<file path="config.mk">
export PLATFORM = sky130hd
export DESIGN_NAME = player_input_sequencer
export DESIGN_NICKNAME = d
export VERILOG_FILES = /design/src/rtl/player_input_sequencer.sv
export SDC_FILE = /design/constraint.sdc
export NUM_CORES = 1
export LEC_CHECK = 0
export CORE_UTILIZATION = 27
export CTS_CLUSTER_SIZE = 24
export DETAILED_ROUTE_END_ITERATION = 10
export SLEW_MARGIN = 20
export SYNTH_ARGS = -nofsm -noshare
export SYNTH_HDL_FRONTEND = slang
export SYNTH_SLANG_ARGS = --single-unit
</file>
<file path="constraint.sdc">
create_clock -name clock -period 5.6 [get_ports clock]
set_clock_uncertainty 0.15 [all_clocks]
set_input_delay 1.12 -clock clock [delete_from_list [all_inputs] [get_ports clock]]
set_output_delay 1.12 -clock clock [all_outputs]
set_load 0.005 [all_outputs]
</file>
<file path="src/rtl/player_input_sequencer.sv">
// Per-player input sequencer: held-key levels to handshaked move/bomb requests.
// Last-pressed-wins direction with auto-repeat, edge-triggered bomb with cooldown.
module player_input_sequencer #(
    parameter int NUM_PLAYERS   = 2,
    parameter int REPEAT_DELAY  = 25_000_000,
    parameter int REPEAT_PERIOD = 10_000_000,
    parameter int BOMB_COOLDOWN = 50_000_000
) (
    input  logic                       clock,
    input  logic                       reset,
    input  logic                       game_active,
    input  logic [NUM_PLAYERS-1:0]     key_up,
    input  logic [NUM_PLAYERS-1:0]     key_down,
    input  logic [NUM_PLAYERS-1:0]     key_left,
    input  logic [NUM_PLAYERS-1:0]     key_right,
    input  logic [NUM_PLAYERS-1:0]     key_bomb,
    input  logic [NUM_PLAYERS-1:0]     move_ready,
    input  logic [NUM_PLAYERS-1:0]     bomb_ready,
    output logic [NUM_PLAYERS-1:0]     move_valid,
    output logic [2*NUM_PLAYERS-1:0]   move_dir,
    output logic [NUM_PLAYERS-1:0]     bomb_valid
);

    localparam int MAX_RP  = (REPEAT_DELAY > REPEAT_PERIOD) ?
                             REPEAT_DELAY : REPEAT_PERIOD;
    localparam int MAX_ALL = (MAX_RP > BOMB_COOLDOWN) ?
                             MAX_RP : BOMB_COOLDOWN;
    localparam int CW      = $clog2(MAX_ALL + 1);

    localparam logic [CW-1:0] DELAY_LOAD  = CW'(REPEAT_DELAY - 1);
    localparam logic [CW-1:0] PERIOD_LOAD = CW'(REPEAT_PERIOD - 1);
    localparam logic [CW-1:0] COOL_LOAD   = CW'(BOMB_COOLDOWN);
    localparam logic [CW-1:0] CNT_ONE     = CW'(1);

    typedef enum logic [1:0] {
        IDLE   = 2'd0,
        DELAY  = 2'd1,
        REPEAT = 2'd2
    } state_t;

    // Key vector index equals direction code: up, down, left, right.
    function automatic logic [1:0] first_set(input logic [3:0] v);
        if (v[0])      return 2'd0;
        else if (v[1]) return 2'd1;
        else if (v[2]) return 2'd2;
        else           return 2'd3;
    endfunction

    genvar i;
    generate
        for (i = 0; i < NUM_PLAYERS; i++) begin : g_ch
            logic [3:0]    held;
            logic [3:0]    prev;
            logic [3:0]    press;
            logic          prev_bomb;
            logic          press_bomb;
            state_t        state;
            state_t        state_nx;
            logic [1:0]    dir;
            logic [1:0]    dir_nx;
            logic [CW-1:0] cnt;
            logic [CW-1:0] cnt_nx;
            logic          move_event;
            logic          mv;
            logic [1:0]    md;
            logic          bv;
            logic [CW-1:0] cool;

            assign held = {key_right[i], key_left[i],
                           key_down[i], key_up[i]};
            assign press      = held & ~prev;
            assign press_bomb = key_bomb[i] & ~prev_bomb;

            // Previous key samples; keep tracking even while inactive.
            always_ff @(posedge clock or negedge reset) begin
                if (!reset) begin
                    prev      <= '0;
                    prev_bomb <= 1'b0;
                end else begin
                    prev      <= held;
                    prev_bomb <= key_bomb[i];
                end
            end

            // Repeat FSM state, current direction and repeat counter.
            always_ff @(posedge clock or negedge reset) begin
                if (!reset) begin
                    state <= IDLE;
                    dir   <= 2'd0;
                    cnt   <= '0;
                end else begin
                    state <= state_nx;
                    dir   <= dir_nx;
                    cnt   <= cnt_nx;
                end
            end

            // Next state: newest press wins, else fall back or count down.
            always_comb begin
                state_nx = state;
                dir_nx   = dir;
                cnt_nx   = cnt;
                if (!game_active) begin
                    state_nx = IDLE;
                    cnt_nx   = '0;
                end else if (|press) begin
                    dir_nx   = first_set(press);
                    state_nx = DELAY;
                    cnt_nx   = DELAY_LOAD;
                end else if (state != IDLE) begin
                    if (!held[dir]) begin
                        if (|held) begin
                            dir_nx   = first_set(held);
                            state_nx = DELAY;
                            cnt_nx   = DELAY_LOAD;
                        end else begin
                            state_nx = IDLE;
                            cnt_nx   = '0;
                        end
                    end else if (cnt == '0) begin
                        state_nx = REPEAT;
                        cnt_nx   = PERIOD_LOAD;
                    end else begin
                        cnt_nx = cnt - CNT_ONE;
                    end
                end
            end

            // Move event: new direction, fallback, or repeat expiry.
            always_comb begin
                move_event = 1'b0;
                if (game_active) begin
                    if (|press) begin
                        move_event = 1'b1;
                    end else if (state != IDLE) begin
                        if (!held[dir]) move_event = |held;
                        else            move_event = (cnt == '0);
                    end
                end
            end

            // Single-entry move slot; a new event overwrites the direction.
            always_ff @(posedge clock or negedge reset) begin
                if (!reset) begin
                    mv <= 1'b0;
                    md <= 2'd0;
                end else if (!game_active) begin
                    mv <= 1'b0;
                end else if (move_event) begin
                    mv <= 1'b1;
                    md <= dir_nx;
                end else if (mv && move_ready[i]) begin
                    mv <= 1'b0;
                end
            end

            // Bomb request with post-acceptance cooldown.
            always_ff @(posedge clock or negedge reset) begin
                if (!reset) begin
                    bv   <= 1'b0;
                    cool <= '0;
                end else if (!game_active) begin
                    bv   <= 1'b0;
                    cool <= '0;
                end else if (bv) begin
                    if (bomb_ready[i]) begin
                        bv   <= 1'b0;
                        cool <= COOL_LOAD;
                    end
                end else if (cool != '0) begin
                    cool <= cool - CNT_ONE;
                end else if (press_bomb) begin
                    bv <= 1'b1;
                end
            end

            assign move_valid[i]       = mv;
            assign move_dir[2*i +: 2]  = md;
            assign bomb_valid[i]       = bv;
        end
    endgenerate

endmodule

</file>
==> metrics.txt, run 1 <==
Syn Inst Count 841; Vias per Instance 5.57; non-filler cells, final 1,235; GRT Util Overall 14.4%; final setup margin 1.69 ns; grt total ovfl 0; # Post-CTS Setup Buffers 0; vias in the first global route 6,588; initial DRC count 445; Worst Hold Class flop to flop; crit-path max cell delay around 0.8 ns; DIE AREA between 20,000 and 30,000 sq um; IO Count 25; crit start category primary input; synth cell count leaders 130 x dfrtp_1, 63 x nand2_1, 60 x a21oi_1; Max Fclk 256 MHz; Reg clk slew, reported paths 0.07 ns; Leak 3.56 nW; post-route cell area 8860 sq um; core area 27,900 sq um; RSZ-0062 raised after global routing false; most frequent cell after synthesis dfrtp_1; DR pass1 iterations 5; syn_area_per_cell about 9.2 sq um; Critical Path RT 5.72 ns; nets 867; Yosys top cell area share between 40% and 50%; Finish-stage setup viols 0; Area Growth Syn to Fin 14.9%; Power Density 457 nW/um^2; VDD IR max about 0.23 mV; Detail Placement HPWL 13.4 mm; dominant cells by area after synthesis dfrtp_1 42%, a21oi_1 3.9%, o21ai_0 3.6%; Post-DP Area 8270 sq um; DRC errors left 0; CP dominant cell by count a21oi_1; layout cells sized above 1 9.68%; Synth area leader dfrtp_1; hold buffers post-CTS 0; final WL 20.3 mm; Main synth FF type dfrtp_1; initial antenna violation count 0; # Max-Cap Violations 0; Mapped Area 7720 sq um; height of the die between 150 and 200 um; CTS tree built; Num CTS Buffers 17; syn_nets ~860; CP max stage cell nor4_1; outcome completed; Sink Count 130; Bufs and invs on worst path 1; post-route setup TNS 0 ns; first-pass GRT wire length 33.8 mm; Final Wtd Congestion approximately 0.8; Worst Path Arrival 4.03 ns; dpl cells 1,203; CP delay by family, top compound AO/OA/AOI/OAI gates; post-layout min period 3.91 ns; Port Buffer Count 24; CP Max Fanout 11; Clock Path Buffers 2; row count slightly above 60; antenna diode count 0; type of element capturing the critical path flop; pre-CTS setup slack 1.25 ns; worst slew pin tran 1.13 ns; clk root buf clkbuf_16; final hold viol count 0; Max Slew Vio Count 0; via count 6,877; register area share after synthesis 42.2%; critical path class primary input to flop; register bit total from synthesis 130; Syn. warnings 0; CP cell instances clkdlybuf4s50_1 -> nor2b_1 -> nor4_1 -> a21oi_1 -> a21oi_1 -> o221ai_1; period utilization a little over two thirds; library cells used by synthesis 86; largest net degree at the start of global routing 55; post-cts repair resize count 0; asr flop ratio synth 100%; clk_lat worst skew 0.43 ns; worst hold margin 0.345 ns; Starting Density 27.6%; post-route ant nets 0; Slew headroom 24.2%; EDFF count, synth 0; Die X roughly 170 um; H-tree depth 4; WL/cell between 15 and 20 um
## placed cells by master (no fill, tap or decap), types with 5 or more instances in the layout
| cell | synthesis | final |
|---|---|---|
| nor2_1 | 51 | 51 |
| a21oi_1 | 60 | 59 |
| or2_2 | 6 | 6 |
| a211oi_1 | 13 | 13 |
| a221o_1 | 6 | 6 |
| nor2b_1 | 8 | 8 |
| nor4_1 | 27 | 27 |
| o31ai_1 | 18 | 18 |
| nor3_1 | 37 | 37 |
| clkdlybuf4s50_1 | 0 | 22 |
| dfrtp_1 | 130 | 130 |
| and3_1 | 6 | 6 |
| a311oi_1 | 8 | 8 |
| a21o_1 | 7 | 7 |
| a211o_1 | 10 | 10 |
| nand3_1 | 16 | 16 |
| ha_1 | 6 | 6 |
| o211a_1 | 6 | 6 |
| o221a_2 | 6 | 6 |
| nand4_1 | 23 | 23 |
| o21ai_0 | 55 | 55 |
| mux2i_1 | 9 | 9 |
| a41o_2 | 5 | 5 |
| a31oi_1 | 13 | 13 |
| clkbuf_16 | 0 | 17 |
| or4_1 | 23 | 23 |
| inv_1 | 26 | 26 |
| nand2b_1 | 19 | 19 |
| nand2_1 | 63 | 63 |
| or3_1 | 29 | 29 |
| o211ai_1 | 7 | 7 |
| inv_6 | 0 | 6 |
| buf_4 | 5 | 6 |
## sequential cells by signal (all words and copies together) (netlist names)
register / count
g_ch.cnt: 52
g_ch.state: 4
g_ch.md: 4
g_ch.prev: 8
g_ch.dir: 4
g_ch.cool: 52
g_ch.bv: 2
g_ch.prev_bomb: 2
g_ch.mv: 2
## logic make-up (layout without fill, tap and decap cells)
| family | count (synthesis) | in the layout | synth area share, % |
|---|---|---|---|
| fa+ha+maj | 6 | 6 | 0.973 |
| mux | 14 | 14 | 2.19 |
| simple gates | 346 | 346 | 25.6 |
| buf+inv | 72 | 88 | 3.94 |
| flops | 130 | 130 | 42.2 |
| xor+xnor | 3 | 3 | 0.341 |
| compound gates | 270 | 270 | 24.8 |
## metal layers
metal	part of all wire [%]	GRT usage, %	wire [um]
met1	48	19.2	9730
met2	47	23.5	9530
met3	3.7	2.45	756
met4	1.6	4.89	318
met5	0	0	0
## final cells by class
cell class,count,area [sq um]
inverter,26,97.6
timing repair buffer,30,282
clock buffer,18,429
fill,2946,19100
multi-input combinational,639,4160
sequential,130,3250
tap,378,473
clock inverter,14,166
## path summary, 6_finish.rpt
check                                       startpoint                      endpoint  depth (start not counted)  slack (ns)
hold reg to reg            g_ch[1].cnt[15]$_DFFE_PN0P_   g_ch[1].cnt[15]$_DFFE_PN0P_                          1        0.35
min in group asynchronous                        reset   g_ch[1].cnt[18]$_DFFE_PN0P_                          1        0.41
max in group asynchronous                        reset  g_ch[0].cool[24]$_DFFE_PN0P_                          2        3.87
setup reg to reg            g_ch[1].cnt[0]$_DFFE_PN0P_     g_ch[1].md[1]$_DFFE_PN0P_                          7        2.42
setup / recovery                          key_right[0]    g_ch[0].cnt[1]$_DFFE_PN0P_                          6        1.69
hold / removal             g_ch[1].cnt[15]$_DFFE_PN0P_   g_ch[1].cnt[15]$_DFFE_PN0P_                          1        0.35
## power by group
part	switching (mW)	leakage (nW)	internal, mW
Combinational	0.917	1.60	0.627
Clock	0.481	0.283	0.670
Sequential	0.224	1.67	1.13
## stage by stage
stage                     power, mW  utilization, %
after global routing           4.33            31.7
after floorplan                2.52               -
after global placement         2.87            29.6
final                          4.05            31.7
after detailed placement       2.90            29.6
after CTS                      4.06            31.7
Note: power is estimated with default switching activity, not from simulation.
==> inputs of run 2 (changes only) <==
==> constraint.sdc (replaced) <==
create_clock -name clock -period 3.75 [get_ports clock]
set_clock_uncertainty 0.15 [all_clocks]
set_input_delay 0.75 -clock clock [delete_from_list [all_inputs] [get_ports clock]]
set_output_delay 0.75 -clock clock [all_outputs]
set_load 0.005 [all_outputs]
==> metrics.txt, run 2 (synthesized netlist as in run 1, its figures left out) <==
H-tree depth 4; grt total ovfl 0; Leak 3.61 nW; Worst Path Arrival 3.13 ns; critical path class primary input to flop; Worst Hold Class primary input to asynchronous set/reset pin; DRC errors left 0; Post-DP Area between 8000 and 9000 sq um; Die X 171 um; GRT Util Overall 14.5%; via count between 6,000 and 7,000; reg-to-reg setup timing slack just over 0.9 ns; crit-path max cell delay 0.61 ns; post-layout min period 2.91 ns; row count 61; RR Startpoint g_ch[1].cool[0]$_DFFE_PN0P_; clk_lat worst skew 0.43 ns; crit start category primary input; # Max-Cap Violations 0; Starting Density 27.6%; # Post-CTS Setup Buffers 0; height of the die 171 um; pre-CTS setup slack 0.372 ns; core area 27,900 sq um; WL/cell roughly 16 um; CP startpoint key_right[0]; CP cell instances clkdlybuf4s50_1 -> nor2b_1 -> or4_1 -> or3_1 -> or4b_1 -> a21bo_1; hold buffers post-CTS 0; clock share of power 27.7%; sequential power share between 30% and 40%; Clock Path Buffers 2; RR Endpoint g_ch[1].cool[6]$_DFFE_PN0P_; DIE AREA 29,300 sq um; first-pass GRT wire length 34.0 mm; RSZ-0062 raised after global routing false; Detail Placement HPWL 13.4 mm; clk root buf clkbuf_16; vias in the first global route 6,684; Sink Count 130; layout cells sized above 1 11.0%; fillers 2,955; post-route setup TNS 0 ns; final WL 20.3 mm; final hold viol count 0; Switch Pwr 2.41 mW; most frequent cells in the layout 130 x dfrtp_1, 63 x nand2_1, 60 x a21oi_1; Port Buffer Count 24; Finish-stage setup viols 0; Max Slew Vio Count 0; initial DRC count roughly 440; Pwr Total 6.02 mW; Largest regs g_ch.cnt (52), g_ch.cool (52), g_ch.prev (8); CP max stage cell or4_1; Num CTS Buffers 17; Slew headroom 28.4%; Pint 3.61 mW; switching share of power ~40%; Max Fclk 343 MHz; IO Count 25; final setup margin ~0.84 ns; Critical Path End g_ch[0].cnt[25]$_DFFE_PN0P_; Final Wtd Congestion 0.888; Power Density around 670 nW/um^2; period utilization 77.6%; worst slew pin tran 1.07 ns; antenna diode count 0; nets 880; outcome completed; CP Max Fanout 6; Area Growth Syn to Fin 15.9%; Critical Path RT 3.97 ns; reg2reg path depth 7; CTS tree built; post-cts repair resize count 0; DR pass1 iterations 5; Reg clk slew, reported paths 0.07 ns; commonest non-fill, non-tap cell in the layout dfrtp_1; post-route cell area 8940 sq um; Vias per Instance 5.48; largest net degree at the start of global routing between 70 and 80; Logic pwr share between 30% and 40%; VDD IR max 0.349 mV; initial antenna violation count 0; type of element capturing the critical path flop; post-route ant nets 0
run 2: cell type report:
type                       count  area, sq um  area share, %
multi-input combinational    639         4160           46.5
sequential                   130         3250           36.4
tap                          378          473           5.29
clock buffer                  18          439           4.91
timing repair buffer          43          379           4.24
clock inverter                14          141           1.58
inverter                      26         97.6           1.09
run 2: worst min-delay path by stage:
stage                                      from                     endpoint  slack [ns]  cells past startpoint
floorplan                                 reset         g_ch[0].bv$_DFF_PN0_        0.30                      0
global placement    g_ch[1].cnt[15]$_DFFE_PN0P_  g_ch[1].cnt[15]$_DFFE_PN0P_        0.32                      1
detailed placement  g_ch[1].cnt[15]$_DFFE_PN0P_  g_ch[1].cnt[15]$_DFFE_PN0P_        0.33                      1
CTS                                       reset       g_ch[1].mv$_DFFE_PN0P_        0.21                      1
global route                              reset       g_ch[1].mv$_DFFE_PN0P_        0.24                      1
finish                                    reset       g_ch[1].mv$_DFFE_PN0P_        0.19                      1
run 2: power by group through the flow:
stage / Sequential [mW] / Combinational, mW / Clock [mW]
2_1_floorplan: 1.95 / 1.82 / 0
3_3_place_gp: 2.02 / 2.28 / 0
3_5_place_dp: 2.03 / 2.32 / 0
4_1_cts: 2.01 / 2.33 / 1.71
5_1_grt: 2.07 / 2.61 / 1.76
6_report: 2.01 / 2.34 / 1.66
run 2: routing by layer:
layer  wire length, um  track usage (%)  up-vias
met4               223             4.58        0
met5                 0                0        -
met2              9440             23.4      157
li1                  -                -     3317
met1              9810             19.5     3347
met3               840             2.59       18
run 2: critical path, delay by kind of cell:
family	cells	cell delay, ns
AO/OA/AOI/OAI	1	0.18
buffers and inverters	1	0.51
AND/OR/NAND/NOR	4	1.68
run 2: through the flow:
stage               std cells  hold WS [ns]  utilization, %
finish                   1248         0.188            32.0
global route             1248         0.240            32.0
CTS                      1248         0.211            32.0
detailed placement       1216         0.332            29.9
global placement         1216         0.319            29.9
floorplan                 841         0.300               -
==> inputs of run 3 (changes only) <==
==> constraint.sdc (replaced) <==
create_clock -name clock -period 2.7 [get_ports clock]
set_clock_uncertainty 0.15 [all_clocks]
set_input_delay 0.54 -clock clock [delete_from_list [all_inputs] [get_ports clock]]
set_output_delay 0.54 -clock clock [all_outputs]
set_load 0.005 [all_outputs]
==> metrics.txt, run 3 (synthesized netlist as in run 1, its figures left out) <==
post-layout min period between 2 and 3 ns; critical path class flop to flop; layout cells sized above 1 roughly a fifth; Hold Path Stages 1; Area Growth Syn to Fin 25.0%; type of element capturing the critical path flop; vias in the first global route 6,943; via count around 7,300; Die X roughly 170 um; H-tree depth 4; register area 3250 sq um; post-layout util ~35%; Sink Count 130; pre-CTS setup slack -0.268 ns; CP Max Fanout 14; first-pass GRT wire length 35.5 mm; most frequent cells in the layout 130 x dfrtp_1, 103 x buf_4, 63 x nand2_1; non-filler cells, final 1,335; post-route setup TNS 0 ns; worst hold margin roughly 0.34 ns; Max Slew Vio Count 0; Worst Path Arrival around 2.7 ns; Largest regs g_ch.cnt (52), g_ch.cool (52), g_ch.prev (8); VDD IR max 0.602 mV; reg-to-reg setup timing slack 0.15 ns; Starting Density 27.6%; RR Endpoint g_ch[0].cool[7]$_DFFE_PN0P_; Worst Hold Path EP g_ch[1].cnt[15]$_DFFE_PN0P_; Post-DP Area 9030 sq um; post-route cell area 9650 sq um; period utilization approximately 94%; Pwr Total roughly 8.6 mW; area occupied by multi-input gates 4180 sq um; reg2reg path depth 6; IO Count 25; # Max-Cap Violations 0; WL/cell approximately 16 um; row count 61; worst slew pin tran 0.643 ns; Leak approximately 4.0 nW; Num CTS Buffers 17; final hold viol count 0; initial DRC count 560; DR pass1 iterations 5; DIE AREA 29,300 sq um; outcome completed; Final Wtd Congestion between 0.8 and 0.9; Reg clk slew, reported paths approximately 0.060 ns; CTS tree built; fillers 2,856; Clock Path Buffers 2; core area 27,900 sq um; clk root buf clkbuf_16; RSZ-0062 raised after global routing false; Vias per Instance 5.44; largest net degree at the start of global routing 53; clk_lat worst skew 0.43 ns; Slew headroom 57.0%; height of the die 171 um; dpl cells 1,302; initial antenna violation count 1; DRC errors left 0; Hold Startpoint g_ch[1].cnt[15]$_DFFE_PN0P_; post-route ant nets 0; Detail Placement HPWL 15.1 mm; commonest non-fill, non-tap cell in the layout dfrtp_1; crit start category flop; final setup margin about 0.15 ns; Power Density 892 nW/um^2; final WL 21.2 mm; Port Buffer Count 24; Critical Path RT approximately 2.9 ns; RR Startpoint g_ch[0].cool[14]$_DFFE_PN0P_; Finish-stage setup viols 0; Max Fclk 392 MHz; GRT Util Overall 15.3%; nets just under 1,000; Worst Hold Class flop to flop; antenna diode count 0; # Post-CTS Setup Buffers 0; grt total ovfl 0
==> run 3: changes by cell type in the layout (fill, tap and decap cells not counted), sizes merged <==
cell         before  now
clkinv            1    4
clkbuf           18   21
dlygate4sd3       0    1
buf              21  107
bufinv            1    2
inv              34   28
clkinvlp          4    3
==> run 3: repair_timing <==
action | in CTS | in global routing
gates resized for setup | 0 | 3
hold buffers | 1 | 0
hold endpoints to repair | 24 | 0
setup endpoints to repair | 0 | 12
==> run 3: how the worst max path moves through the flow <==
stage,startpoint,end
floorplan,g_ch[1].cool[0]$_DFFE_PN0P_,g_ch[1].cool[15]$_DFFE_PN0P_
global placement,key_right[0],g_ch[0].cnt[25]$_DFFE_PN0P_
detailed placement,key_right[0],g_ch[0].cnt[25]$_DFFE_PN0P_
CTS,g_ch[1].cool[1]$_DFFE_PN0P_,g_ch[1].bv$_DFF_PN0_
global route,g_ch[0].cool[0]$_DFFE_PN0P_,g_ch[0].cool[24]$_DFFE_PN0P_
finish,g_ch[0].cool[14]$_DFFE_PN0P_,g_ch[0].cool[7]$_DFFE_PN0P_
==> run 3: layout make-up <==
class                           instances  share of cell area [%]
Tap cell                              378                    4.90
Clock inverter                         11                    1.32
Inverter                               26                    1.01
Sequential cell                       130                    33.7
Multi-Input combinational cell        639                    43.3
Clock buffer                           21                    4.77
Timing Repair Buffer                  130                    11.0
==> run 3: critical path, cell delays in order, from the launching register on <==
cell and delay (ns):
dfrtp_1 0.44, or3_1 0.47, nor4_4 0.31, a41o_1 0.53, buf_4 0.23, a21oi_1 0.04
o221a_2 0.25
==> run 3: where the power goes <==
| part | switching, mW | internal [mW] |
|---|---|---|
| Sequential | 0.429 | 2.33 |
| Clock | 0.914 | 1.41 |
| Combinational | 1.91 | 1.61 |
==> run 3: metal layers <==
metal	wire length (um)	track usage [%]
met5	0	0
met4	247	4.50
met3	925	2.98
met2	9890	24.4
met1	10100	20.7
